`src/rtl/bitmap_allocator_pkg.sv`:
```
// Shared widths, FSM encoding and helpers for the MMU slot allocator.
// Imported by bitmap_allocator and its first_zero finder.
package bitmap_allocator_pkg;

  localparam int MAP_W  = 64;
  localparam int SLOT_W = 6;
  localparam int CNT_W  = 7;

  typedef enum logic [1:0] {
    IDLE   = 2'd0,
    S_MASK = 2'd1,
    S_POS  = 2'd2
  } state_t;

  // Number of clear bits in a map; used for the reset free count.
  function automatic logic [CNT_W-1:0] zero_count(
    input logic [MAP_W-1:0] m
  );
    logic [CNT_W-1:0] c;
    c = CNT_W'(MAP_W);
    for (int i = 0; i < MAP_W; i++)
      if (m[i]) c = c - 1'b1;
    return c;
  endfunction

  // One-hot to 1-based index; 0 when no bit is set.
  function automatic logic [CNT_W-1:0] onehot_pos(
    input logic [MAP_W-1:0] m
  );
    logic [CNT_W-1:0] p;
    p = '0;
    for (int i = 0; i < MAP_W; i++)
      if (m[i]) p = CNT_W'(i + 1);
    return p;
  endfunction

endpackage

```
`src/rtl/bitmap_allocator_first_zero.sv`:
```
// first_zero: pipelined lowest-clear-bit finder.
// Ports: data_in sampled each edge; mask_out/find_success +1 cycle,
// pos_out (1-based, 0 = none) +2 cycles. rst_n async active-low.
module first_zero
  import bitmap_allocator_pkg::*;
(
  input  logic             clk,
  input  logic             rst_n,
  input  logic [MAP_W-1:0] data_in,
  output logic [MAP_W-1:0] mask_out,
  output logic             find_success,
  output logic [CNT_W-1:0] pos_out
);

  always_ff @(posedge clk or negedge rst_n) begin
    if (!rst_n) begin
      mask_out     <= '0;
      find_success <= 1'b0;
      pos_out      <= '0;
    end else begin
      // ~d & (d+1) isolates the lowest zero bit.
      mask_out     <= ~data_in & (data_in + 1'b1);
      find_success <= ~&data_in;
      pos_out      <= onehot_pos(mask_out);
    end
  end

endmodule

```
`src/rtl/bitmap_allocator.sv`:
```
// bitmap_allocator: 64-slot occupancy map, lowest-free allocation
// with fixed 3-cycle latency, single-cycle frees and free counter.
// Ports: alloc_req/ready/valid/fail/pos, free_valid/pos/err,
// bitmap_out (current map), free_count (clear bits, 0..64).
module bitmap_allocator
  import bitmap_allocator_pkg::*;
#(
  parameter logic [MAP_W-1:0] INIT_BITMAP = '0
)(
  input  logic              clk,
  input  logic              rst,
  input  logic              alloc_req,
  output logic              alloc_ready,
  output logic              alloc_valid,
  output logic              alloc_fail,
  output logic [SLOT_W-1:0] alloc_pos,
  input  logic              free_valid,
  input  logic [SLOT_W-1:0] free_pos,
  output logic              free_err,
  output logic [MAP_W-1:0]  bitmap_out,
  output logic [CNT_W-1:0]  free_count
);

  localparam logic [CNT_W-1:0] CNT_INIT = zero_count(INIT_BITMAP);

  state_t             state;
  state_t             state_nx;
  logic               commit;
  logic [MAP_W-1:0]   mask_lat;
  logic               succ_lat;
  logic [MAP_W-1:0]   fz_mask;
  logic               fz_succ;
  logic [CNT_W-1:0]   fz_pos;
  logic [CNT_W-1:0]   pos_m1;
  logic               commit_ok;
  logic               free_hit;
  logic [MAP_W-1:0]   commit_mask;
  logic [MAP_W-1:0]   free_mask;
  logic [MAP_W-1:0]   bitmap_nx;
  logic [CNT_W-1:0]   count_nx;

  first_zero u_fz (
    .clk          (clk),
    .rst_n        (~rst),
    .data_in      (bitmap_out),
    .mask_out     (fz_mask),
    .find_success (fz_succ),
    .pos_out      (fz_pos)
  );

  always_comb begin
    state_nx    = state;
    alloc_ready = 1'b0;
    commit      = 1'b0;
    unique case (state)
      IDLE: begin
        alloc_ready = 1'b1;
        if (alloc_req) state_nx = S_MASK;
      end
      S_MASK: state_nx = S_POS;
      S_POS: begin
        commit   = 1'b1;
        state_nx = IDLE;
      end
      default: state_nx = IDLE;
    endcase
  end

  assign commit_ok   = commit & succ_lat;
  assign commit_mask = commit_ok ? mask_lat : '0;
  // Only a set bit can be freed; the commit slot is always clear,
  // so a free aimed at it falls to the error path and commit wins.
  assign free_hit    = free_valid & bitmap_out[free_pos];
  assign free_mask   = free_hit ? (MAP_W'(1) << free_pos) : '0;
  assign bitmap_nx   = (bitmap_out | commit_mask) & ~free_mask;
  assign pos_m1      = fz_pos - 1'b1;

  always_comb begin
    count_nx = free_count;
    unique case ({commit_ok, free_hit})
      2'b10:   count_nx = free_count - 1'b1;
      2'b01:   count_nx = free_count + 1'b1;
      default: count_nx = free_count;
    endcase
  end

  always_ff @(posedge clk) begin
    if (rst) begin
      state       <= IDLE;
      bitmap_out  <= INIT_BITMAP;
      free_count  <= CNT_INIT;
      mask_lat    <= '0;
      succ_lat    <= 1'b0;
      alloc_valid <= 1'b0;
      alloc_fail  <= 1'b0;
      alloc_pos   <= '0;
      free_err    <= 1'b0;
    end else begin
      state       <= state_nx;
      bitmap_out  <= bitmap_nx;
      free_count  <= count_nx;
      alloc_valid <= commit;
      free_err    <= free_valid & ~bitmap_out[free_pos];
      if (state == S_MASK) begin
        mask_lat <= fz_mask;
        succ_lat <= fz_succ;
      end
      if (commit) begin
        alloc_fail <= ~succ_lat;
        alloc_pos  <= succ_lat ? pos_m1[SLOT_W-1:0] : '0;
      end
    end
  end

endmodule

```
`config.mk`:
```
export PLATFORM = sky130hd
export DESIGN_NAME = bitmap_allocator
export DESIGN_NICKNAME = d
export VERILOG_FILES = /design/src/rtl/bitmap_allocator_pkg.sv /design/src/rtl/bitmap_allocator_first_zero.sv /design/src/rtl/bitmap_allocator.sv
export SDC_FILE = /design/constraint.sdc
export NUM_CORES = 1
export LEC_CHECK = 0
export CAP_MARGIN = 20
export CORE_MARGIN = 1.5
export CORE_UTILIZATION = 35
export DETAILED_ROUTE_END_ITERATION = 12
export MAX_ROUTING_LAYER = met4
export PLACE_DENSITY_LB_ADDON = 0.08
export SLEW_MARGIN = 40
export SYNTH_ARGS = -nofsm -noshare
export SYNTH_HDL_FRONTEND = slang
export SYNTH_SLANG_ARGS = --single-unit
```
`constraint.sdc`:
```
create_clock -name clk -period 5.8 [get_ports clk]
set_input_delay 1.16 -clock clk [delete_from_list [all_inputs] [get_ports clk]]
set_output_delay 1.16 -clock clk [all_outputs]
set_load 0.01 [all_outputs]
```
==> flow_metrics.tcl, run 1 <==
set metrics [dict create \
    grt_pass1_vias 7920 \
    clock-skew-final_ns 0.0166 \
    place_worst_setup_slack_ns 0.519 \
    die_w_um 166 \
    hold_violations 0 \
    drv_slew 0 \
    drt-total-wl_um 31300 \
    timing.critical_path.from "free_pos[0]" \
    violated_checks "design-rule violations" \
    worst_setup_path_end_kind "flop" \
    global_route.overflow_total 0 \
    setup_violations 0 \
    postSynth.asyncResetShare_pct 32.6 \
    vdd_ir_drop_max_mv 0.162 \
    nNetsFinal 1126 \
    final_layout_size_suffix_gt1_share_pct 6.93 \
    synth_compound_area_share_pct 18.0 \
    yosys_most_used_dff "sky130_fd_sc_hd__dfxtp_1" \
    startpoint_type "input pin" \
    synth.distinct_cells 62 \
    cp.buffers_inverters 3 \
    synth_most_common_cell "sky130_fd_sc_hd__nand2_1" \
    critical-path-top-delay-family "buffers and inverters" \
    clock_transition_time_at_the_flip_flop_clock_pins_of_the_worst_setup_and_hold_paths_ns 0.06 \
    clock_sinks 218 \
    rsz0062_at_grt "no" \
    worst_hold_path.num_cells 2 \
    path_depth 16 \
    hpwl_um 21400 \
    die_area_um2 27700 \
    globalplace.congestion 0.885 \
    worst_slew_pin_slew_ns 0.857 \
    net-switching-power_uw 752 \
    worst-endpoint-arrival_ns 5.15 \
    r2r.worst_path.cells 14 \
    worstSetupEndpoint "free_count[6]" \
    worst_reg2reg_path_startpoint "bitmap_out[43]" \
    cts_max_level 1 \
    fin_crit_ns 4.77 \
    cellInternalPower_uw 2410 \
    cts_hold_buffers 0 \
    cts_made_buffers 25 \
    final_critical_path_setup_slack_ns 1.03 \
    drc 6 \
    worst_hold_path_type "reg2reg" \
    swShare_pct 23.8 \
    r2r_end "free_count[6]" \
    yosys_warnings 0 \
    placementRows 59 \
    power-per-cell-area_nw_per_um2 280 \
    synth_enable_flop_cells 0 \
    gr-usage-all-layers_pct 23.2 \
    post_synth_and_or_nand_nor_area_fraction_pct 22.0 \
    grt_first_pass_wirelength_um 48500 \
    initial_core_utilization_pct 35.8 \
    route.detailed.vias_per_inst 5.56 \
    i_o_pins 91 \
    cellLeakagePower_uw 0.00402 \
    post_synthesis_xor_xnor_area_fraction_pct 0.843 \
    seq_power_share_pct 48.1 \
    final_antenna_net_count 0 \
    netlist.area_leader.share_pct 31.5 \
    synth-seq-area-share_pct 50.5 \
    combinational_family_with_the_most_area_after_synthesis "simple AND/OR/NAND/NOR gates" \
    syn_inst 1046 \
    worst_path_largest_cell_delay_ns 0.55 \
    numPortBuffers 90 \
    power.share.combinational_pct 5.2 \
    run_status "complete, but fails checks" \
    power_frac_clock_pct 46.8 \
    critPathKind "in2reg" \
    clock_latency_ns 0.52 \
    drt_first_iter_violations 619 \
    die_height_um 166 \
    setup.reg_to_reg.worst_slack_ns 2.09 \
    grt_antenna_before_repair 0 \
    finalPower_uw 3160 \
    finalHoldWorstSlack_ns 0.455 \
    post_cts_buffers 0 \
    worst-endpoint-required_ns 6.18 \
    clockRootBuffer "sky130_fd_sc_hd__clkbuf_16" \
    cts_repair_resize_count 0 \
    max-clock-path-buffers 3 \
    tritoncts_clock_tree "yes" \
    yosys_register_bits 218 \
    via_count 8126 \
    grt_max_degree 84 \
    routed_wire_length_per_instance_um 21.4 \
    synth-adder-area-share_pct 1.15 \
    final_antenna_diode_count 0 \
    flow.area_growth_from_synthesis_pct 20.6 \
    highest_clock_rate_mhz 210 \
    syn-num-nets 1064 \
    worstPathMaxFanout 22 \
    core_area_um2 26100 \
    final.period_utilization_pct 82.2 \
    cpMaxStageDelayCell "sky130_fd_sc_hd__mux4_2" \
    timing.setup.tns_ns 0 \
    synthDominantAreaCellType "sky130_fd_sc_hd__dfxtp_1" \
    timing.max_slew.rel_slack_pct 42.4 \
    synthTopCellsByArea "sky130_fd_sc_hd__dfxtp_1, sky130_fd_sc_hd__dfrtp_1, sky130_fd_sc_hd__a21oi_1, sky130_fd_sc_hd__nand2_1, sky130_fd_sc_hd__a211oi_1" \
    mappedNetlistArea_um2 9350 \
    critical_path.cell_chain "clkdlybuf4s50_1 -> buf_4 -> mux4_2 -> a22oi_1 -> nand4_1 -> mux2_2 -> and2_1 -> ha_1 -> inv_1 -> ha_1 -> a21o_1 -> a21oi_1 -> nand4b_1 -> nand4_1 -> xnor2_1 -> nand2_1" \
    detail_route.first_pass.iterations 12 \
    synth.mux.area_fraction_pct 3.87 \
    drv.max_cap_violation_count 0 \
    netlist_top_cells_count "sky130_fd_sc_hd__nand2_1, sky130_fd_sc_hd__a21oi_1, sky130_fd_sc_hd__dfxtp_1" \
    post_synth.cell_area_avg_um2 8.94 \
]
-- placed cells by master, fill, tap and decap left out, drive strengths merged, types with 4 or more instances in the layout --
cell type	count
a211oi	67
a21oi	153
a22oi	12
a31oi	6
and2	7
and3	6
buf	9
clkbuf	35
clkdlybuf4s50	88
clkinv	10
dfrtp	71
dfxtp	147
ha	7
inv	24
mux2i	17
mux4	8
nand2	166
nand2b	11
nand3	24
nand4	12
nor2	86
nor2b	8
nor3	37
nor3b	18
nor4	22
nor4b	7
o21ai	12
o31ai	4
or3	4
or4	4
xnor2	5
xor2	4
-- worst reg2reg max path: stages, from the launching register on --
cell and delay (ns):
sky130_fd_sc_hd__dfxtp_1 0.44, sky130_fd_sc_hd__mux4_2 0.53, sky130_fd_sc_hd__a22oi_1 0.18, sky130_fd_sc_hd__nand4_1 0.20
sky130_fd_sc_hd__mux2_2 0.35, sky130_fd_sc_hd__and2_1 0.20, sky130_fd_sc_hd__ha_1 0.23, sky130_fd_sc_hd__inv_1 0.22
sky130_fd_sc_hd__ha_1 0.32, sky130_fd_sc_hd__a21o_1 0.19, sky130_fd_sc_hd__a21oi_1 0.25, sky130_fd_sc_hd__nand4b_1 0.15
sky130_fd_sc_hd__nand4_1 0.11, sky130_fd_sc_hd__xnor2_1 0.15, sky130_fd_sc_hd__nand2_1 0.06
-- layer usage --
| metal | vias to the layer above | part of all wire, % | track usage, % | wire length, um |
|---|---|---|---|---|
| li1 | 3881 | - | - | - |
| met1 | 3951 | 47 | 32.2 | 14600 |
| met2 | 239 | 46 | 35.4 | 14300 |
| met3 | 55 | 4.7 | 2.52 | 1490 |
| met4 | 0 | 3.0 | 7.11 | 939 |
| met5 | - | 0 | - | 0 |
-- final cells by class --
cell class,instances,area (um2)
fill,2671,14800
sequential,218,4720
multi-input combinational,741,4330
timing repair buffer,97,957
clock buffer,35,703
tap,335,419
inverter,25,95.1
clock inverter,10,56.3
-- kinds of logic (layout without fill, tap and decap cells) --
| logic type | count (synthesis) | count (layout) |
|---|---|---|
| buffers and inverters | 87 | 167 |
| XOR/XNOR | 9 | 9 |
| AND/OR/NAND/NOR | 421 | 421 |
| multiplexers | 26 | 26 |
| adder cells (fa/ha/maj) | 8 | 8 |
| AO/OA/AOI/OAI | 277 | 277 |
| flip-flops | 218 | 218 |
-- flip-flops by register name, summed over array words and instances (netlist names) --
register / flops
alloc_pos: 6
alloc_fail: 1
u_fz.find_success: 1
state: 2
free_count: 7
u_fz.pos_out: 6
succ_lat: 1
free_err: 1
u_fz.mask_out: 64
mask_lat: 64
bitmap_out: 64
alloc_valid: 1
-- how the worst min path moves through the flow --
stage | start | endpoint | slack, ns
2_1_floorplan | mask_lat[0] | mask_lat[0] | 0.44
3_3_place_gp | mask_lat[31] | mask_lat[31] | 0.44
3_5_place_dp | mask_lat[45] | mask_lat[45] | 0.45
4_1_cts | mask_lat[20] | mask_lat[20] | 0.46
5_1_grt | mask_lat[41] | mask_lat[41] | 0.47
6_report | mask_lat[45] | mask_lat[45] | 0.46
-- power by group through the flow --
stage               clock (uW)  combinational, uW  sequential [uW]
floorplan                    0                103             1550
global placement             0                162             1550
detailed placement           0                164             1550
CTS                       1500                164             1520
global route              1570                180             1520
finish                    1480                163             1520
-- per-stage QoR --
stage	instance area, um2	util [%]	instances
floorplan	9350	-	1046
global placement	10500	40.1	1416
detailed placement	10500	40.2	1416
CTS	11300	43.1	1461
global route	11300	43.2	1461
finish	11300	43.2	1461
Power figures use the tool's default switching activity.
==> run 2, diff against run 1 <==
Clock period 5.8 ns to 4.3 ns, I/O delays scaled along.
==> flow_metrics.tcl, run 2 (synthesis gave the netlist of run 1 again) <==
set metrics [dict create \
    run_status "complete, but fails checks" \
    violated_checks "design-rule violations" \
    worst-endpoint-required_ns 4.71 \
    final_antenna_diode_count 0 \
    layout.cells.most_common "sky130_fd_sc_hd__nand2_1" \
    cts_repair_resize_count 0 \
    die_w_um 166 \
    final.period_utilization_pct 95.0 \
    clock-skew-final_ns 0.00795 \
    cts_hold_buffers 0 \
    global_route.overflow_total 0 \
    timing.critical_path.mode_cell "sky130_fd_sc_hd__ha_1" \
    flow.area_growth_from_synthesis_pct 23.9 \
    drc 8 \
    grt_max_degree 72 \
    power-per-cell-area_nw_per_um2 373 \
    cellInternalPower_uw 3310 \
    r2r.worst_path.cells 14 \
    final_antenna_net_count 0 \
    finalPower_uw 4320 \
    grt_pass1_vias 7870 \
    r2r_end "free_count[5]" \
    holdCritStartpoint "mask_lat[63]" \
    seq_power_share_pct 47.4 \
    drt_first_iter_violations 707 \
    globalplace.congestion 0.891 \
    clock_transition_time_at_the_flip_flop_clock_pins_of_the_worst_setup_and_hold_paths_ns 0.06 \
    clock_latency_ns 0.53 \
    nNetsFinal 1160 \
    grt_antenna_before_repair 0 \
    placementRows 59 \
    hold_violations 0 \
    post_cts_buffers 0 \
    initial_core_utilization_pct 35.8 \
    largest_registers "bitmap_out: 64 flops, mask_lat: 64 flops, u_fz.mask_out: 64 flops" \
    gr-usage-all-layers_pct 23.5 \
    swShare_pct 23.5 \
    place_worst_setup_slack_ns -0.321 \
    detail_route.first_pass.iterations 9 \
    cts_max_level 1 \
    clock_sinks 218 \
    worst_path_largest_cell_delay_ns 0.53 \
    worstPathMaxFanout 15 \
    core_area_um2 26100 \
    i_o_pins 91 \
    vdd_ir_drop_max_mv 0.212 \
    drv_slew 0 \
    highest_clock_rate_mhz 245 \
    numPortBuffers 90 \
    fin_crit_ns 4.09 \
    hpwl_um 22100 \
    worst-endpoint-arrival_ns 4.50 \
    net-switching-power_uw 1020 \
    final_critical_path_setup_slack_ns 0.214 \
    die_height_um 166 \
    rsz0062_at_grt "no" \
    route.detailed.vias_per_inst 5.50 \
    critPathKind "in2reg" \
    layout.cells.most_common_list "sky130_fd_sc_hd__nand2_1, sky130_fd_sc_hd__a21oi_1, sky130_fd_sc_hd__dfxtp_1" \
    worst_setup_path_end_kind "flop" \
    die_area_um2 27700 \
    startpoint_type "input pin" \
    worst_hold_path.num_cells 2 \
    timing.max_slew.rel_slack_pct 43.7 \
    drt-total-wl_um 31600 \
    setup_violations 0 \
    worst_slew_pin_slew_ns 0.837 \
    routed_wire_length_per_instance_um 21.1 \
    drv.max_cap_violation_count 0 \
    cts_made_buffers 25 \
    final_layout_size_suffix_gt1_share_pct 9.05 \
    power.share.combinational_pct 5.9 \
    power_frac_clock_pct 46.8 \
    cellLeakagePower_uw 0.00420 \
    cpMaxStageDelayCell "sky130_fd_sc_hd__mux4_2" \
    tritoncts_clock_tree "yes" \
    via_count 8219 \
    timing.critical_path.from "free_pos[0]" \
    setup.reg_to_reg.worst_slack_ns 0.81 \
    critical_path.cell_chain "clkdlybuf4s50_1 -> buf_12 -> mux4_2 -> a22oi_1 -> nand4_1 -> mux2_2 -> and2_1 -> ha_1 -> inv_1 -> ha_1 -> a21o_1 -> a21oi_1 -> nor2b_1 -> o21ai_0 -> or4_1 -> nand3_1" \
    sink_of_the_worst_hold_path "mask_lat[63]" \
    max-clock-path-buffers 3 \
    worst_reg2reg_path_startpoint "bitmap_out[56]" \
    clockRootBuffer "sky130_fd_sc_hd__clkbuf_16" \
    grt_first_pass_wirelength_um 49000 \
    worst_hold_path_type "reg2reg" \
]
==> run 2: cell types whose count changed in the layout (fill, tap and decap cells not counted), sizes merged <==
cell / previous run / this run
clkinvlp: 1 / 2
buf: 9 / 43
clkbuf: 35 / 41
clkinv: 10 / 3
==> run 2: area by class of cell <==
class,count,area [um2]
clock buffer,41,746
inverter,25,95.1
sequential,218,4720
tap,335,419
clock inverter,4,25.0
fill,2652,14500
timing repair buffer,131,1260
multi-input combinational,741,4330
==> run 2: critical path: cells and delay by family <==
kind / cells / cell delay (ns)
multiplexers: 2 / 0.86
AND/OR/NAND/NOR: 5 / 0.70
adder cells (fa/ha/maj): 2 / 0.46
buffers and inverters: 3 / 0.79
AO/OA/AOI/OAI: 4 / 0.82
==> run 2: through the flow <==
stage          utilization (%)  setup TNS, ns  hold WS (ns)  instances  instance area [um2]
2_1_floorplan                -              0         0.437       1046                 9350
3_3_place_gp              41.2         -0.720         0.444       1448                10800
3_5_place_dp              41.4          -1.03         0.447       1450                10800
4_1_cts                   44.3              0         0.455       1495                11600
5_1_grt                   44.4              0         0.470       1495                11600
6_report                  44.4              0         0.453       1495                11600
==> run 2: how the worst max path moves through the flow <==
| stage | to | slack [ns] |
|---|---|---|
| after global routing | free_count[5] | 0.01 |
| after global placement | free_count[5] | -0.23 |
| after detailed placement | free_count[5] | -0.32 |
| final | free_count[5] | 0.21 |
| after floorplan | free_count[6] | 0.09 |
| after CTS | free_count[5] | 0.23 |
==> run 2: power by group through the flow <==
| stage | Clock (uW) | Sequential [uW] | Combinational (uW) |
|---|---|---|---|
| after floorplan | 0 | 2090 | 139 |
| after global placement | 0 | 2090 | 246 |
| after detailed placement | 0 | 2090 | 253 |
| after CTS | 2050 | 2050 | 255 |
| after global routing | 2140 | 2050 | 277 |
| final | 2020 | 2050 | 254 |
==> run 2: layer usage <==
layer	vias to the layer above	wire length, um	part of all wire, %	global-route usage [%]
li1	3944	-	-	-
met1	4009	14700	47	32.7
met2	226	14700	46	36.9
met3	40	1570	5.0	2.61
met4	0	650	2.1	5.57
met5	-	0	0	-
